--- src/rtl/rm_report_pkg.sv ---
// Shared types and helpers for the runtime-monitor report collector.
package rm_report_pkg;

  localparam int unsigned ID_W_DEF    = 6;
  localparam int unsigned CYCLE_W_DEF = 32;
  localparam int unsigned SCAN_W      = 1 << ID_W_DEF;

  typedef struct packed {
    logic [ID_W_DEF-1:0]    id;
    logic [CYCLE_W_DEF-1:0] cycle;
  } rpt_record_t;

  // Index of the lowest set bit; 0 when the vector is empty.
  function automatic logic [ID_W_DEF-1:0] lowest_set(input logic [SCAN_W-1:0] v);
    logic [ID_W_DEF-1:0] idx;
    idx = '0;
    for (int i = int'(SCAN_W) - 1; i >= 0; i--) begin
      if (v[i]) idx = ID_W_DEF'(i);
    end
    return idx;
  endfunction

endpackage

--- src/rtl/rm_report_fifo.sv ---
// First-word-fall-through record FIFO; a push is accepted when full if a pop
// happens on the same edge.
module rm_report_fifo
  import rm_report_pkg::*;
#(
  parameter int unsigned DEPTH = 16,
  localparam int unsigned AW    = $clog2(DEPTH),
  localparam int unsigned LVL_W = AW + 1
) (
  input  logic             clk,
  input  logic             reset,
  input  logic             push_i,
  input  rpt_record_t      rec_i,
  input  logic             pop_i,
  output logic             valid_o,
  output logic             full_o,
  output rpt_record_t      head_o,
  output logic [LVL_W-1:0] level_o
);

  rpt_record_t      mem_q [DEPTH];
  logic [AW-1:0]    wr_q, wr_d, rd_q, rd_d;
  logic [LVL_W-1:0] level_q, level_d;
  logic             do_push, do_pop;

  assign valid_o = (level_q != '0);
  assign full_o  = (level_q == LVL_W'(DEPTH));
  assign head_o  = mem_q[rd_q];
  assign level_o = level_q;

  assign do_pop  = pop_i & valid_o;
  assign do_push = push_i & (~full_o | do_pop);

  always_comb begin
    wr_d    = do_push ? wr_q + AW'(1) : wr_q;
    rd_d    = do_pop  ? rd_q + AW'(1) : rd_q;
    level_d = level_q + LVL_W'(do_push) - LVL_W'(do_pop);
  end

  always_ff @(posedge clk or posedge reset) begin
    if (reset) begin
      wr_q    <= '0;
      rd_q    <= '0;
      level_q <= '0;
    end else begin
      wr_q    <= wr_d;
      rd_q    <= rd_d;
      level_q <= level_d;
    end
  end

  // Storage carries no reset; only the pointers define what is valid.
  always_ff @(posedge clk) begin
    if (do_push) mem_q[wr_q] <= rec_i;
  end

endmodule

--- src/rtl/rm_report_collector.sv ---
// Samples the automata report vector and serialises each set bit into a
// timestamped record; vectors that cannot be held are dropped and counted.
module rm_report_collector
  import rm_report_pkg::*;
#(
  parameter int unsigned NUM_REPORTS = 44,
  parameter int unsigned ID_W        = ID_W_DEF,
  parameter int unsigned CYCLE_W     = CYCLE_W_DEF,
  parameter int unsigned FIFO_DEPTH  = 16,
  parameter int unsigned DROP_W      = 16,
  localparam int unsigned LVL_W      = $clog2(FIFO_DEPTH) + 1
) (
  input  logic                   clk,
  input  logic                   reset,
  input  logic                   run,
  input  logic [NUM_REPORTS-1:0] report_vec,
  output logic                   rpt_valid,
  input  logic                   rpt_ready,
  output logic [ID_W-1:0]        rpt_id,
  output logic [CYCLE_W-1:0]     rpt_cycle,
  output logic                   busy,
  output logic                   overflow,
  output logic [DROP_W-1:0]      drop_count,
  output logic [LVL_W-1:0]       fifo_level
);

  logic [CYCLE_W-1:0]     cnt_q, cnt_d, stamp_q, stamp_d;
  logic [NUM_REPORTS-1:0] pend_q, pend_d, pend_clr;
  logic                   ovf_q, ovf_d;
  logic [DROP_W-1:0]      drop_q, drop_d;
  logic                   fifo_valid, fifo_full, pop, push_ok;
  logic                   drain, emptying, candidate;
  logic [ID_W_DEF-1:0]    low_idx;
  rpt_record_t            push_rec, head_rec;
  logic [LVL_W-1:0]       level;

  assign pop       = fifo_valid & rpt_ready;
  assign push_ok   = ~fifo_full | pop;
  assign low_idx   = lowest_set(SCAN_W'(pend_q));
  // Clearing the lowest set bit matches the index the encoder reports.
  assign pend_clr  = pend_q & (pend_q - NUM_REPORTS'(1));
  assign drain     = (|pend_q) & push_ok;
  assign emptying  = drain & ~(|pend_clr);
  assign candidate = run & (|report_vec);

  assign push_rec.id    = low_idx;
  assign push_rec.cycle = CYCLE_W_DEF'(stamp_q);

  always_comb begin
    cnt_d   = run ? cnt_q + CYCLE_W'(1) : cnt_q;
    pend_d  = drain ? pend_clr : pend_q;
    stamp_d = stamp_q;
    ovf_d   = ovf_q;
    drop_d  = drop_q;
    if (candidate) begin
      if (~(|pend_q) || emptying) begin
        pend_d  = report_vec;
        stamp_d = cnt_q;
      end else begin
        ovf_d = 1'b1;
        if (drop_q != '1) drop_d = drop_q + DROP_W'(1);
      end
    end
  end

  always_ff @(posedge clk or posedge reset) begin
    if (reset) begin
      cnt_q   <= '0;
      stamp_q <= '0;
      pend_q  <= '0;
      ovf_q   <= 1'b0;
      drop_q  <= '0;
    end else begin
      cnt_q   <= cnt_d;
      stamp_q <= stamp_d;
      pend_q  <= pend_d;
      ovf_q   <= ovf_d;
      drop_q  <= drop_d;
    end
  end

  rm_report_fifo #(
    .DEPTH (FIFO_DEPTH)
  ) u_fifo (
    .clk     (clk),
    .reset   (reset),
    .push_i  (drain),
    .rec_i   (push_rec),
    .pop_i   (pop),
    .valid_o (fifo_valid),
    .full_o  (fifo_full),
    .head_o  (head_rec),
    .level_o (level)
  );

  assign rpt_valid  = fifo_valid;
  assign rpt_id     = fifo_valid ? ID_W'(head_rec.id) : '0;
  assign rpt_cycle  = fifo_valid ? CYCLE_W'(head_rec.cycle) : '0;
  assign busy       = |pend_q;
  assign overflow   = ovf_q;
  assign drop_count = drop_q;
  assign fifo_level = level;

endmodule

--- config.mk ---
export PLATFORM = sky130hd
export DESIGN_NAME = rm_report_collector
export DESIGN_NICKNAME = d
export VERILOG_FILES = /design/src/rtl/rm_report_pkg.sv /design/src/rtl/rm_report_fifo.sv /design/src/rtl/rm_report_collector.sv
export SDC_FILE = /design/constraint.sdc
export NUM_CORES = 1
export LEC_CHECK = 0
export CORE_UTILIZATION = 57
export CTS_BUF_LIST = sky130_fd_sc_hd__clkbuf_2 sky130_fd_sc_hd__clkbuf_4 sky130_fd_sc_hd__clkbuf_8
export DETAILED_ROUTE_END_ITERATION = 7
export MAX_ROUTING_LAYER = met4
export PLACE_DENSITY = 0.78
export SYNTH_ARGS = -nofsm -noshare
export SYNTH_HDL_FRONTEND = slang
export SYNTH_SLANG_ARGS = --single-unit
export TNS_END_PERCENT = 100
--- constraint.sdc ---
create_clock -name clk -period 4.7 [get_ports clk]
set_clock_uncertainty 0.1 [all_clocks]
set_input_delay 0.94 -clock clk [delete_from_list [all_inputs] [get_ports clk]]
set_output_delay 0.94 -clock clk [all_outputs]
set_load 0.01 [all_outputs]
==> Word level (Yosys, flattened, before mapping) <==
Memory sizes are Yosys's and may differ from the RTL's.
Index checks and enable logic that the tools add are counted.
{ "classes": {"addsub": 7, "n_eq_ne": 2, "mux": 51, "bitwise_logic": 13, "reduce_logical": 8} }
{ "op_table": {"columns": ["operator", "n"], "rows": [
  ["$mux 6", 45],
  ["$mux 44", 3],
  ["$reduce_or 44->1", 3],
  ["$and 44x44->44", 1],
  ["$sub 44x1->44 const B", 1],
  ["$add 32x1->32 const B", 1],
  ["$mux 32", 1],
  ["$add 16x1->16 const B", 1],
  ["$ne 16x16->1 const B", 1],
  ["$add 4x1->4 const B", 2],
  ["$and 1x1->1", 6],
  ["$add 5x1->5", 1],
  ["$eq 5x5->1 const B", 1],
  ["$reduce_bool 5->1", 1],
  ["$sub 5x1->5", 1],
  ["$not 1->1", 4],
  ["$reduce_and 2->1", 2],
  ["$reduce_and 3->1", 1],
  ["$mux 1", 2],
  ["$or 1x1->1", 2],
  ["$logic_or 1x1->1", 1]
]} }
{ "totals": {"ff_bits": 138, "ramBits": 608, "input_bits": 48, "output_inout_bits": 62, "wordCells": 90, "memories": 1} }
{ "mem_list": {"columns": ["name", "words", "word_bits", "rd", "rd_ports_with_merged_regs", "wr", "line", "source"], "rows": [
  ["u_fifo.mem_q", 16, 38, 1, 0, 1, "rm_report_fifo.sv:21", "rpt_record_t mem_q [DEPTH];"]
]} }

==> Depth between registers and ports, before layout <==
Gate-level depths: netlist of the first run.
{ "depth": {"ltp_word": 44, "mapped_depth": 16, "mapped_depth_nobuf": 15} }

==> Cells and area by module <==
From an unflattened synthesis of the first run, not the netlist that was laid out.
{ "unflattened": {"hier_cells": 1861, "hier_area_um2": 30894.6} }
{ "by_module_without_submodules": {"columns": ["module", "n_inst", "cells_per_inst", "area_each_um2", "seq_area_each_um2"], "rows": [
  ["rm_report_fifo", 1, 1182, 24234.5, 18582.8],
  ["rm_report_collector", 1, 679, 6660.1, 3128.0]
]} }

==> Worst setup path after synthesis of the first run <==
Ideal clock, no wire load.
{ "synth_timing": {"path_kind": "input -> register", "start": "in rpt_ready", "end": "mem u_fifo.mem_q[3][0] in the netlist's numbering, enable pin", "setup_ps": 480, "t_arrival_ps": 4469, "required_time_ps": 4120, "setup_slack_ps": -349, "cell_stages": 7, "path_buffers": 2, "path_cell_list": "nor3b_1 a21o_1 clkbuf_1 inv_1 clkbuf_1 nand2_1 nor3_1"} }
{ "synth_via": {"elab_chain_len": 6, "word_cells_on_any_way": 8, "classes_between": "mux: 2; bitwise: 6"} }
{ "synth_rtl": {"columns": ["element", "line", "source"], "rows": [
  ["start, declared", "rm_report_collector.sv:18", "input logic rpt_ready,"],
  ["$and 1x1->1 *", "rm_report_collector.sv:37", "assign pop = fifo_valid & rpt_ready;"],
  ["$or 1x1->1 or $and 1x1->1 (tied branches)", "rm_report_collector.sv:38, rm_report_fifo.sv:31", null],
  ["$and 1x1->1 or $or 1x1->1 (tied branches)", "rm_report_collector.sv:42, rm_report_fifo.sv:32", null],
  ["$and 1x1->1 *", "rm_report_fifo.sv:32", "assign do_push = push_i & (~full_o | do_pop);"],
  ["$mux 1 *", "rm_report_fifo.sv:54", "if (do_push) mem_q[wr_q] <= rec_i;"],
  ["$mux 1 (not written as such) *", "rm_report_fifo.sv:54", null],
  ["end, declared", "rm_report_fifo.sv:21", null]
]} }
Every way passes the cells marked *; elsewhere a longest branch is shown, timed or not.

==> Worst setup path in the final report of the first run <==
{ "layout_timing": {"start": "reg u_fifo.rd_q[0]", "end": "out rpt_cycle[17]"} }
{ "layout_via": {"elab_chain_len": 2} }
{ "layout_rtl": {"columns": ["element", "line", "source"], "rows": [
  ["start, declared", "rm_report_fifo.sv:22", "logic [AW-1:0] wr_q, wr_d, rd_q, rd_d;"],
  ["start signal, assigned", "rm_report_fifo.sv:47", "rd_q <= rd_d;"],
  ["$mem_v2 16x38", null, null],
  ["$mux 32", "rm_report_collector.sv:98", "assign rpt_cycle = fifo_valid ? CYCLE_W'(head_rec.cycle) : '0;"],
  ["end, declared", "rm_report_collector.sv:20", "output logic [CYCLE_W-1:0] rpt_cycle,"]
]} }
No other way between the ends.

==> reports/summary.txt, run 1 <==
Status = complete, no violations
Root buf cell = clkbuf_8
Setup violators final = 0
Max-slew violations = 0
Ant diodes = 0
Comb power frac = 0.401
Synth warn = 0
Pre-antenna DRT Iters = 8
Initial Util = 0.581
DP HPWL = 37,900 microns
Final period util = 0.958
Port Buffers = 109
DR WL/cell = 25.4 microns
#FFs+latches synth = 746
Routing usage on met3 = 0.0404
Final Hold Fails = 0
EDFF count, synth = 608
Setup slack after layout = 0.197 ns
Clk pwr share = 0.206
Top FF cell, synth = edfxtp_1
Grt met1 use = 0.356
Post-Route WL = 65,600 microns
Max-Cap Viols = 0
Worst-path maximum fanout = 43
Worst Setup Start Kind = flop
Net Sw Frac = 0.347
# hold bufs at CTS = 0
CP arrival = 3.46 ns
Setup TNS = 0 ns
Die W = 232 microns
Pin count of the biggest net entering global routing = 139
Post-CTS Repair Setup Buffers = 0
Vias in the first global route = 16,600
Final Wtd Congestion = 0.917
Synth async-reset ratio = 0.185
Die area = 53,700 sq um
CTS resizes = 0
Peak supply drop = 550 uV
Final Util = 0.676
Gate count after technology mapping = 1,605
Remaining global-route overflow = 0
Max clock buf depth = 3
Via/cell ratio = 6.14
Placed Instances = 2,368
First-pass GRT wire length = 101,000 microns
Clk_lat worst skew = 0.71 ns
CP Class = reg -> out
Lkg Pwr = 12.4 nW
Final std cells w/o fill = 2,584
Share of cells above drive strength 1 = 0.247
TritonCTS clock tree = built
Netlist cell types = 59
Io pins = 110
Tightest Pin Transition = 1.30 ns
Initial antenna violation count = 0
Required time worst endpoint = 3.66 ns
Int Pwr = 17.7 mW
DR DRC count = 0
Power per cell area = 777 nW/um^2
Sw power = 9.44 mW
Clock transition at path regs = 0.07 ns
Site Rows = 83
Fin nets = 1,867
Power share of the sequential group = 0.393
FILL cells = 3,300
Total GRT Usage = 0.262
Max Freq = 0.222 GHz
Post-Syn Nets = 1,667
GRT busiest layer = met2
CTS Sinks = 746
Post-route ant nets = 0
Post-Syn Area per Cell = 18.7 sq um
Met2 usage = 0.415
Post-synthesis sequential area ratio = 0.722
DRT iter0 DRCs = 1,498
Synth Cell Area = 30,100 sq um
Hold crit path type = reg -> reg
Crit. End Element = output pin
# H-tree levels = 3
Core Region = 51,700 sq um
Syn-to-layout area delta = 16.3%
RSZ-0062 raised after global routing = no
Chip height = 232 microns
Dpl ws = 0.346 ns
Final period demand of the worst path = 4.50 ns
Slew headroom = 0.124
DR vias = 15,900
Cts bufs inserted = 114
==> critical path, cell delays in order, from the launching register on <==
cell and delay, ns:
dfrtp_4 0.66, buf_12 0.35, mux4_2 0.57, mux4_2 0.49, and2_1 0.18, clkdlybuf4s50_1 0.47
==> routing by layer <==
layer	routed length, microns	share of wire
met5	0	0
met3	3740	0.057
met2	33400	0.51
met1	27200	0.41
met4	1320	0.020
==> power groups by stage <==
stage	sequential [mW]	clock, mW	combinational (mW)
2_1_floorplan	10.3	0	7.11
3_3_place_gp	10.7	0	10.7
3_5_place_dp	10.8	0	10.9
4_1_cts	10.7	5.70	10.9
5_1_grt	10.8	5.97	11.8
6_report	10.7	5.59	10.9
==> Yosys cell counts (7+ instances only) <==
master    count  share of area
a21oi_1      15         0.0025
a22o_1       21         0.0061
and2_1       42         0.0087
buf_1        10         0.0012
buf_4         7         0.0017
clkbuf_1     62         0.0077
dfrtp_1     138           0.11
edfxtp_1    608           0.61
ha_1         13         0.0054
inv_1        31         0.0039
mux2_1       32          0.012
mux4_2      190           0.14
nand2_1      89          0.011
nand3_1      29         0.0048
nand4_1      25         0.0052
nor2_1       57         0.0071
nor3_1       32         0.0053
nor4_1       28         0.0058
o21ai_0      27         0.0045
o31ai_1      12         0.0030
xnor2_1      37          0.011
xor2_1       19         0.0055
==> layout make-up <==
| class | instances | area (sq um) | share of cell area |
|---|---|---|---|
| Clock buffer | 151 | 1910 | 0.0546 |
| Clock inverter | 64 | 508 | 0.0145 |
| Inverter | 31 | 120 | 0.00343 |
| Multi-Input combinational cell | 745 | 8050 | 0.230 |
| Sequential cell | 746 | 21700 | 0.621 |
| Tap cell | 680 | 851 | 0.0243 |
| Timing Repair Buffer | 167 | 1820 | 0.0521 |
==> metrics by stage <==
step | total power, mW | cell area [sq um] | hold WS [ns]
finish | 27.2 | 35000 | 0.389
global route | 28.5 | 35000 | 0.418
CTS | 27.3 | 35000 | 0.384
floorplan | 17.4 | 30100 | 0.342
detailed placement | 21.7 | 32500 | 0.368
global placement | 21.5 | 32500 | 0.367
==> logic make-up (layout without fill, tap and decap cells) <==
group                      after synthesis  after routing  synth area share
DFF                                    746            746             0.722
and+or+nand+nor                        332            332            0.0571
muxes                                  225            225             0.155
AOI/OAI and AO/OA                      116            116            0.0271
buffers and inverters                  114            413            0.0153
xor gates and xnor gates                56             56            0.0163
adders and majority gates               16             16           0.00674
==> layout by cell type (no fill, tap or decap), drive strengths merged, types with 33 or more instances in the layout <==
| cell | netlist | final |
|---|---|---|
| clkdlybuf4s50 | 0 | 109 |
| and2 | 42 | 42 |
| xnor2 | 37 | 37 |
| mux4 | 190 | 190 |
| nor4 | 33 | 33 |
| dfrtp | 138 | 138 |
| buf | 21 | 58 |
| inv | 31 | 33 |
| edfxtp | 608 | 608 |
| clkbuf | 62 | 151 |
| nand2 | 89 | 89 |
| nor2 | 57 | 57 |
| clkinv | 0 | 48 |
| mux2 | 35 | 35 |
==> final timing paths <==
path	from	to	slack (ns)	cells past startpoint
max reg2reg	pend_q[24]$_DFF_PP0_	stamp_q[17]$_DFFE_PP0P_	0.20	9
min reg2reg	cnt_q[31]$_DFFE_PP0P_	cnt_q[31]$_DFFE_PP0P_	0.39	1
min in group asynchronous	reset	drop_count[10]$_DFFE_PP0P_	0.67	3
max in group asynchronous	reset	u_fifo.rd_q[0]$_DFFE_PP0P_	3.16	3
min	cnt_q[31]$_DFFE_PP0P_	cnt_q[31]$_DFFE_PP0P_	0.39	1
max	u_fifo.rd_q[0]$_DFFE_PP0P_	rpt_cycle[17]	0.20	5
==> state kept, by name, summed over array words and instances (netlist names) <==
signal / flops
pend_q: 44
drop_count: 16
u_fifo.wr_q: 4
u_fifo.mem_q: 608
u_fifo.rd_q: 4
cnt_q: 32
overflow: 1
u_fifo.level_o: 5
stamp_q: 32
Note: power is estimated with default switching activity, not from simulation.
==> inputs of run 2 (changes only) <==
--- a/config.mk
+++ b/config.mk
@@ -10,6 +10,7 @@
 export DETAILED_ROUTE_END_ITERATION = 7
 export MAX_ROUTING_LAYER = met4
 export PLACE_DENSITY = 0.78
+export SLEW_MARGIN = 25
 export SYNTH_ARGS = -nofsm -noshare
 export SYNTH_HDL_FRONTEND = slang
 export SYNTH_SLANG_ARGS = --single-unit
==> reports/summary.txt, run 2 (synthesized netlist as in run 1, its figures left out) <==
Most flops, register = u_fifo.mem_q
# H-tree levels = 3 (unchanged)
Via/cell ratio = 6.14 (-0.12%)
Share of cells above drive strength 1 = 0.251 (+0.00328)
CP max stage delay = 0.66 ns (about the same)
Routing usage on met3 = 0.0452 (+0.00480)
Lkg Pwr = 12.3 nW (-0.47%)
Met2 usage = 0.405 (-0.0101)
Chip height = 232 microns (unchanged)
Pre-antenna DRT Iters = 5 (-3)
Tightest Pin Transition = 1.03 ns (-0.276 ns)
Worst-path maximum fanout = 39 (-9.3%)
Max Freq = 0.222 GHz (-0.23%)
CP Class = reg -> out
Final Hold Fails = 0 (unchanged)
Final std cells w/o fill = 2,580 (-0.15%)
Final period util = 0.960 (+0.00226)
Vias in the first global route = 16,600 (+0.030%)
Io pins = 110 (unchanged)
Storage cell area = 21,700 sq um (unchanged)
Status = complete, no violations
Initial antenna violation count = 0 (unchanged)
Placed Instances = 2,368 (unchanged)
Crit. End Element = output pin
Port Buffers = 109 (unchanged)
Clk_lat worst skew = 0.71 ns (about the same)
DR DRC count = 0 (unchanged)
CP Cell Sequence = buf_12, mux4_2, mux4_2, and2_1, clkdlybuf4s50_1
DRT iter0 DRCs = 1,492 (-0.40%)
FILL cells = 3,289 (-0.33%)
Final Wtd Congestion = 0.917 (unchanged)
Hold_sp = cnt_q[31]$_DFFE_PP0P_
Setup TNS = 0 ns (unchanged)
FF-to-FF End = stamp_q[3]$_DFFE_PP0P_
Clock transition at path regs = 0.06 ns (about the same)
Most used cell, CP = mux4_2
Cts bufs inserted = 112 (-1.8%)
Post-route ant nets = 0 (unchanged)
Most frequent cells in the layout = edfxtp_1, mux4_2, dfrtp_1
Die area = 53,700 sq um (unchanged)
Worst Hold Depth = 1 (unchanged)
CTS Sinks = 746 (unchanged)
Grt met1 use = 0.350 (-0.00572)
CP max-delay cell = dfrtp_4
Initial Util = 0.581 (unchanged)
Hold WS = 0.388 ns (-0.00111 ns)
Worst Reg-to-Reg Cells = 9 (unchanged)
Max FFs per register = 608 (unchanged)
Slew headroom = 0.314 (+0.190)
Power per cell area = 771 nW/um^2 (-0.73%)
Syn-to-layout area delta = 15.8%
Commonest non-fill, non-tap cell in the layout = edfxtp_1
Required time worst endpoint = 3.66 ns (about the same)
Peak supply drop = 562 uV (+2.2%)
Area of the multi-input gates = 8060 sq um (+0.19%)
Pin count of the biggest net entering global routing = 139 (unchanged)
Reg2Reg Launch Point = pend_q[27]$_DFF_PP0_
Fin nets = 1,865 (-0.11%)
DR vias = 15,800 (-0.27%)
Root buf cell = clkbuf_8
Total Power = 26.9 mW (-1.2%)
Hold crit path type = reg -> reg
Site Rows = 83 (unchanged)
DR WL/cell = 25.2 microns (-0.64%)
# hold bufs at CTS = 0 (unchanged)
DP HPWL = 37,900 microns (about the same)
Max clock buf depth = 3 (unchanged)
Total GRT Usage = 0.259 (-0.00212)
TritonCTS clock tree = built
Worst R2R Setup Slack = 0.32 ns (+0.12 ns)
Hold Path End = cnt_q[31]$_DFFE_PP0P_
RSZ-0062 raised after global routing = no
Setup violators final = 0 (unchanged)
First-pass GRT wire length = 99,400 microns (-1.1%)
Remaining global-route overflow = 0 (unchanged)
Top Registers = u_fifo.mem_q: 608 flops, pend_q: 44 flops
Worst Setup Start Kind = flop
Die W = 232 microns (unchanged)
CP arrival = 3.47 ns (about the same)
Max-Cap Viols = 0 (unchanged)
Max-slew violations = 0 (unchanged)
Post-Route WL = 65,100 microns (-0.80%)
Final period demand of the worst path = 4.51 ns (+0.0106 ns)
GRT busiest layer = met2
Core Region = 51,700 sq um (unchanged)
Final Util = 0.673 (-0.00290)
run 2: final cells by class:
| cell class | instances | area share |
|---|---|---|
| clock inverter | 35 | 0.00532 |
| clock buffer | 175 | 0.0593 |
| multi-input combinational | 745 | 0.231 |
| tap | 680 | 0.0244 |
| sequential | 746 | 0.624 |
| antenna | 1 | 0.0000718 |
| timing repair buffer | 167 | 0.0523 |
| inverter | 31 | 0.00345 |
run 2: worst max-delay path by stage:
stage                          startpoint                            end  slack, ns  cells past startpoint
6_report       u_fifo.rd_q[0]$_DFFE_PP0P_                      rpt_id[4]       0.19                      5
3_3_place_gp         pend_q[16]$_DFF_PP0_           pend_q[33]$_DFF_PP0_       0.25                     11
4_1_cts        u_fifo.rd_q[1]$_DFFE_PP0P_                  rpt_cycle[10]       0.05                      5
2_1_floorplan                   rpt_ready  u_fifo.mem_q[15][0]$_DFFE_PP_       0.67                      7
5_1_grt        u_fifo.rd_q[0]$_DFFE_PP0P_                  rpt_cycle[23]       0.04                      5
3_5_place_dp         pend_q[17]$_DFF_PP0_        stamp_q[17]$_DFFE_PP0P_       0.32                     10
run 2: stage by stage:
stage | worst slack, ns | cell area (sq um)
2_1_floorplan | 0.667 | 30100
3_3_place_gp | 0.254 | 32500
3_5_place_dp | 0.325 | 32500
4_1_cts | 0.0455 | 34800
5_1_grt | 0.0400 | 34800
6_report | 0.186 | 34800
run 2: worst max-delay path, delay by kind of cell (launching register included):
family | cells | cell delay, ns
and+or+nand+nor | 1 | 0.18
buffers and inverters | 2 | 0.82
muxes | 2 | 1.09
DFF | 1 | 0.66
run 2: power by group:
group          switching (mW)  internal (mW)
Clock                    2.38           2.84
Combinational            6.00           4.97
Sequential              0.976           9.72
run 2: repair_timing:
item                                    CTS  global route
endpoints found under the setup margin    0             1
setup buffers                             0             1
hold endpoints to repair                  0             0
resized for setup                         0             0
run 2: layer usage:
layer,wire length [microns],part of all wire
met4,1620,0.025
met1,26800,0.41
met2,32700,0.50
met3,3990,0.061
met5,0,0
==> inputs of run 3 (changes only) <==
==> constraint.sdc (replaced) <==
create_clock -name clk -period 4.7 [get_ports clk]
set_clock_uncertainty 0.1 [all_clocks]
set_input_delay 0.705 -clock clk [delete_from_list [all_inputs] [get_ports clk]]
set_output_delay 0.705 -clock clk [all_outputs]
set_load 0.01 [all_outputs]
==> reports/summary.txt, run 3 (synthesized netlist as in run 1, its figures left out) <==
Status = complete, no violations
DP HPWL = 37,300 microns (-1.5%)
Required time worst endpoint = 3.89 ns (+0.23 ns)
Core Region = 51,700 sq um (unchanged)
Worst-path maximum fanout = 19 (-51%)
Max-slew violations = 0 (unchanged)
Worst Setup Start Kind = flop
Die W = 232 microns (unchanged)
Hold crit path type = in -> async
Commonest non-fill, non-tap cell in the layout = edfxtp_1
Final Cell Area = 34,800 sq um (about the same)
CP Class = reg -> out
TritonCTS clock tree = built
CTS Sinks = 746 (unchanged)
# H-tree levels = 3 (unchanged)
DR WL/cell = 25.5 microns (+0.87%)
Clock transition at path regs = 0.06 ns (about the same)
Final std cells w/o fill = 2,565 (-0.58%)
Metal3 WL = 4540 microns (+14%)
Max Freq = 0.231 GHz (+4.5%)
Top Registers = u_fifo.mem_q: 608 flops, pend_q: 44 flops
Crit. End Element = output pin
Post-route ant nets = 0 (unchanged)
Highest routing layer actually used = met4
Site Rows = 83 (unchanged)
CP max stage delay = 0.57 ns (-0.09 ns)
CP arrival = 3.52 ns (+0.05 ns)
Max-Cap Viols = 0 (unchanged)
DRT iter0 DRCs = 1,414 (-5.2%)
CP Cell Sequence = nor4_2, nand4_2, nor2_1, nand2_1, clkdlybuf4s50_1
Tightest Pin Transition = 1.10 ns (+0.0686 ns)
Ant diodes = 0 (-1)
Most frequent cells in the layout = edfxtp_1, mux4_2, dfrtp_1
Setup TNS = 0 ns (unchanged)
Remaining global-route overflow = 0 (unchanged)
Port Buffers = 109 (unchanged)
Most flops, register = u_fifo.mem_q
DR vias = 15,900 (+0.33%)
DP Area = 32,500 sq um (-0.28%)
Total GRT Usage = 0.259 (-0.000455)
RSZ-0062 raised after global routing = no
Io pins = 110 (unchanged)
Chip height = 232 microns (unchanged)
Setup violators final = 0 (unchanged)
Max clock buf depth = 3 (unchanged)
Share of cells above drive strength 1 = 0.245 (-0.00557)
Pre-antenna DRT Iters = 5 (unchanged)
Final Util = 0.673 (about the same)
Hold WS = 0.368 ns (-0.0196 ns)
Final Wtd Congestion = 0.931 (+1.5%)
Final period demand of the worst path = 4.32 ns (-0.193 ns)
Met2 wire len = 32,500 microns (-0.62%)
Initial Util = 0.581 (unchanged)
Syn-to-layout area delta = 15.8% (about the same)
Clk_lat worst skew = 0.72 ns (about the same)
Pin count of the biggest net entering global routing = 74 (-47%)
CP max-delay cell = clkdlybuf4s50_1
Slew headroom = 0.270 (-0.0441)
Max FFs per register = 608 (unchanged)
CTS resizes = 0 (unchanged)
DRT met1 WL = 26,700 microns (-0.48%)
Final period util = 0.919 (-0.0411)
Post-Route WL = 65,300 microns (+0.28%)
Crit path from = pend_q[13]$_DFF_PP0_
Initial antenna violation count = 0 (unchanged)
Vias in the first global route = 16,600 (-0.11%)
First-pass GRT wire length = 99,300 microns (-0.16%)
Peak supply drop = 650 uV (+16%)
Die area = 53,700 sq um (unchanged)
DR DRC count = 0 (unchanged)
Fin nets = 1,849 (-0.86%)
Power per cell area = 776 nW/um^2 (+0.61%)
Via/cell ratio = 6.19 (+0.92%)
Root buf cell = clkbuf_8
# hold bufs at CTS = 0 (unchanged)
Post-CTS Repair Setup Buffers = 0 (unchanged)
Final Hold Fails = 0 (unchanged)
Cts bufs inserted = 110 (-1.8%)
Placed Instances = 2,355 (-0.55%)
Lkg Pwr = 12.3 nW (-0.22%)
Reg2Reg Launch Point = pend_q[13]$_DFF_PP0_
## run 3: per-layer routing
metal,vias up,track usage
met5,-,-
met4,0,0.0892
met3,110,0.0492
met2,658,0.404
met1,8272,0.346
li1,6846,-
## run 3: stage by stage
| stage | power, mW | setup slack (ns) |
|---|---|---|
| detailed placement | 21.7 | 0.525 |
| global placement | 21.5 | 0.616 |
| CTS | 27.1 | 0.292 |
| floorplan | 17.4 | 0.199 |
| finish | 27.0 | 0.380 |
| global route | 28.3 | 0.169 |
## run 3: worst paths after layout
kind,end,slack (ns),depth (start not counted)
max,busy,0.38,5
min,drop_count[10]$_DFFE_PP0P_,0.37,2
max reg2reg,stamp_q[3]$_DFFE_PP0P_,0.48,9
min reg2reg,cnt_q[31]$_DFFE_PP0P_,0.37,1
max in group asynchronous,u_fifo.rd_q[1]$_DFFE_PP0P_,3.29,3
min in group clk,cnt_q[31]$_DFFE_PP0P_,0.37,1
## run 3: worst max-delay path, delay by kind of cell (launching register included)
family | cells | cell delay (ns)
and+or+nand+nor | 4 | 1.76
buffers and inverters | 1 | 0.57
DFF | 1 | 0.47
## run 3: cell type report
class / count / area [sq um]
Timing Repair Buffer: 153 / 1710
Inverter: 31 / 121
Multi-Input combinational cell: 745 / 8070
Sequential cell: 746 / 21700
Clock buffer: 166 / 2020
Fill cell: 3299 / 16900
Tap cell: 680 / 851
Clock inverter: 44 / 317
## run 3: where the power goes
part	leakage [nW]	switching, mW	internal (mW)	total [mW]
clock network	1.25	2.47	2.94	5.41
registers	7.45	1.06	9.71	10.8
logic	3.58	5.97	4.87	10.8
total	12.3	9.50	17.5	27.0
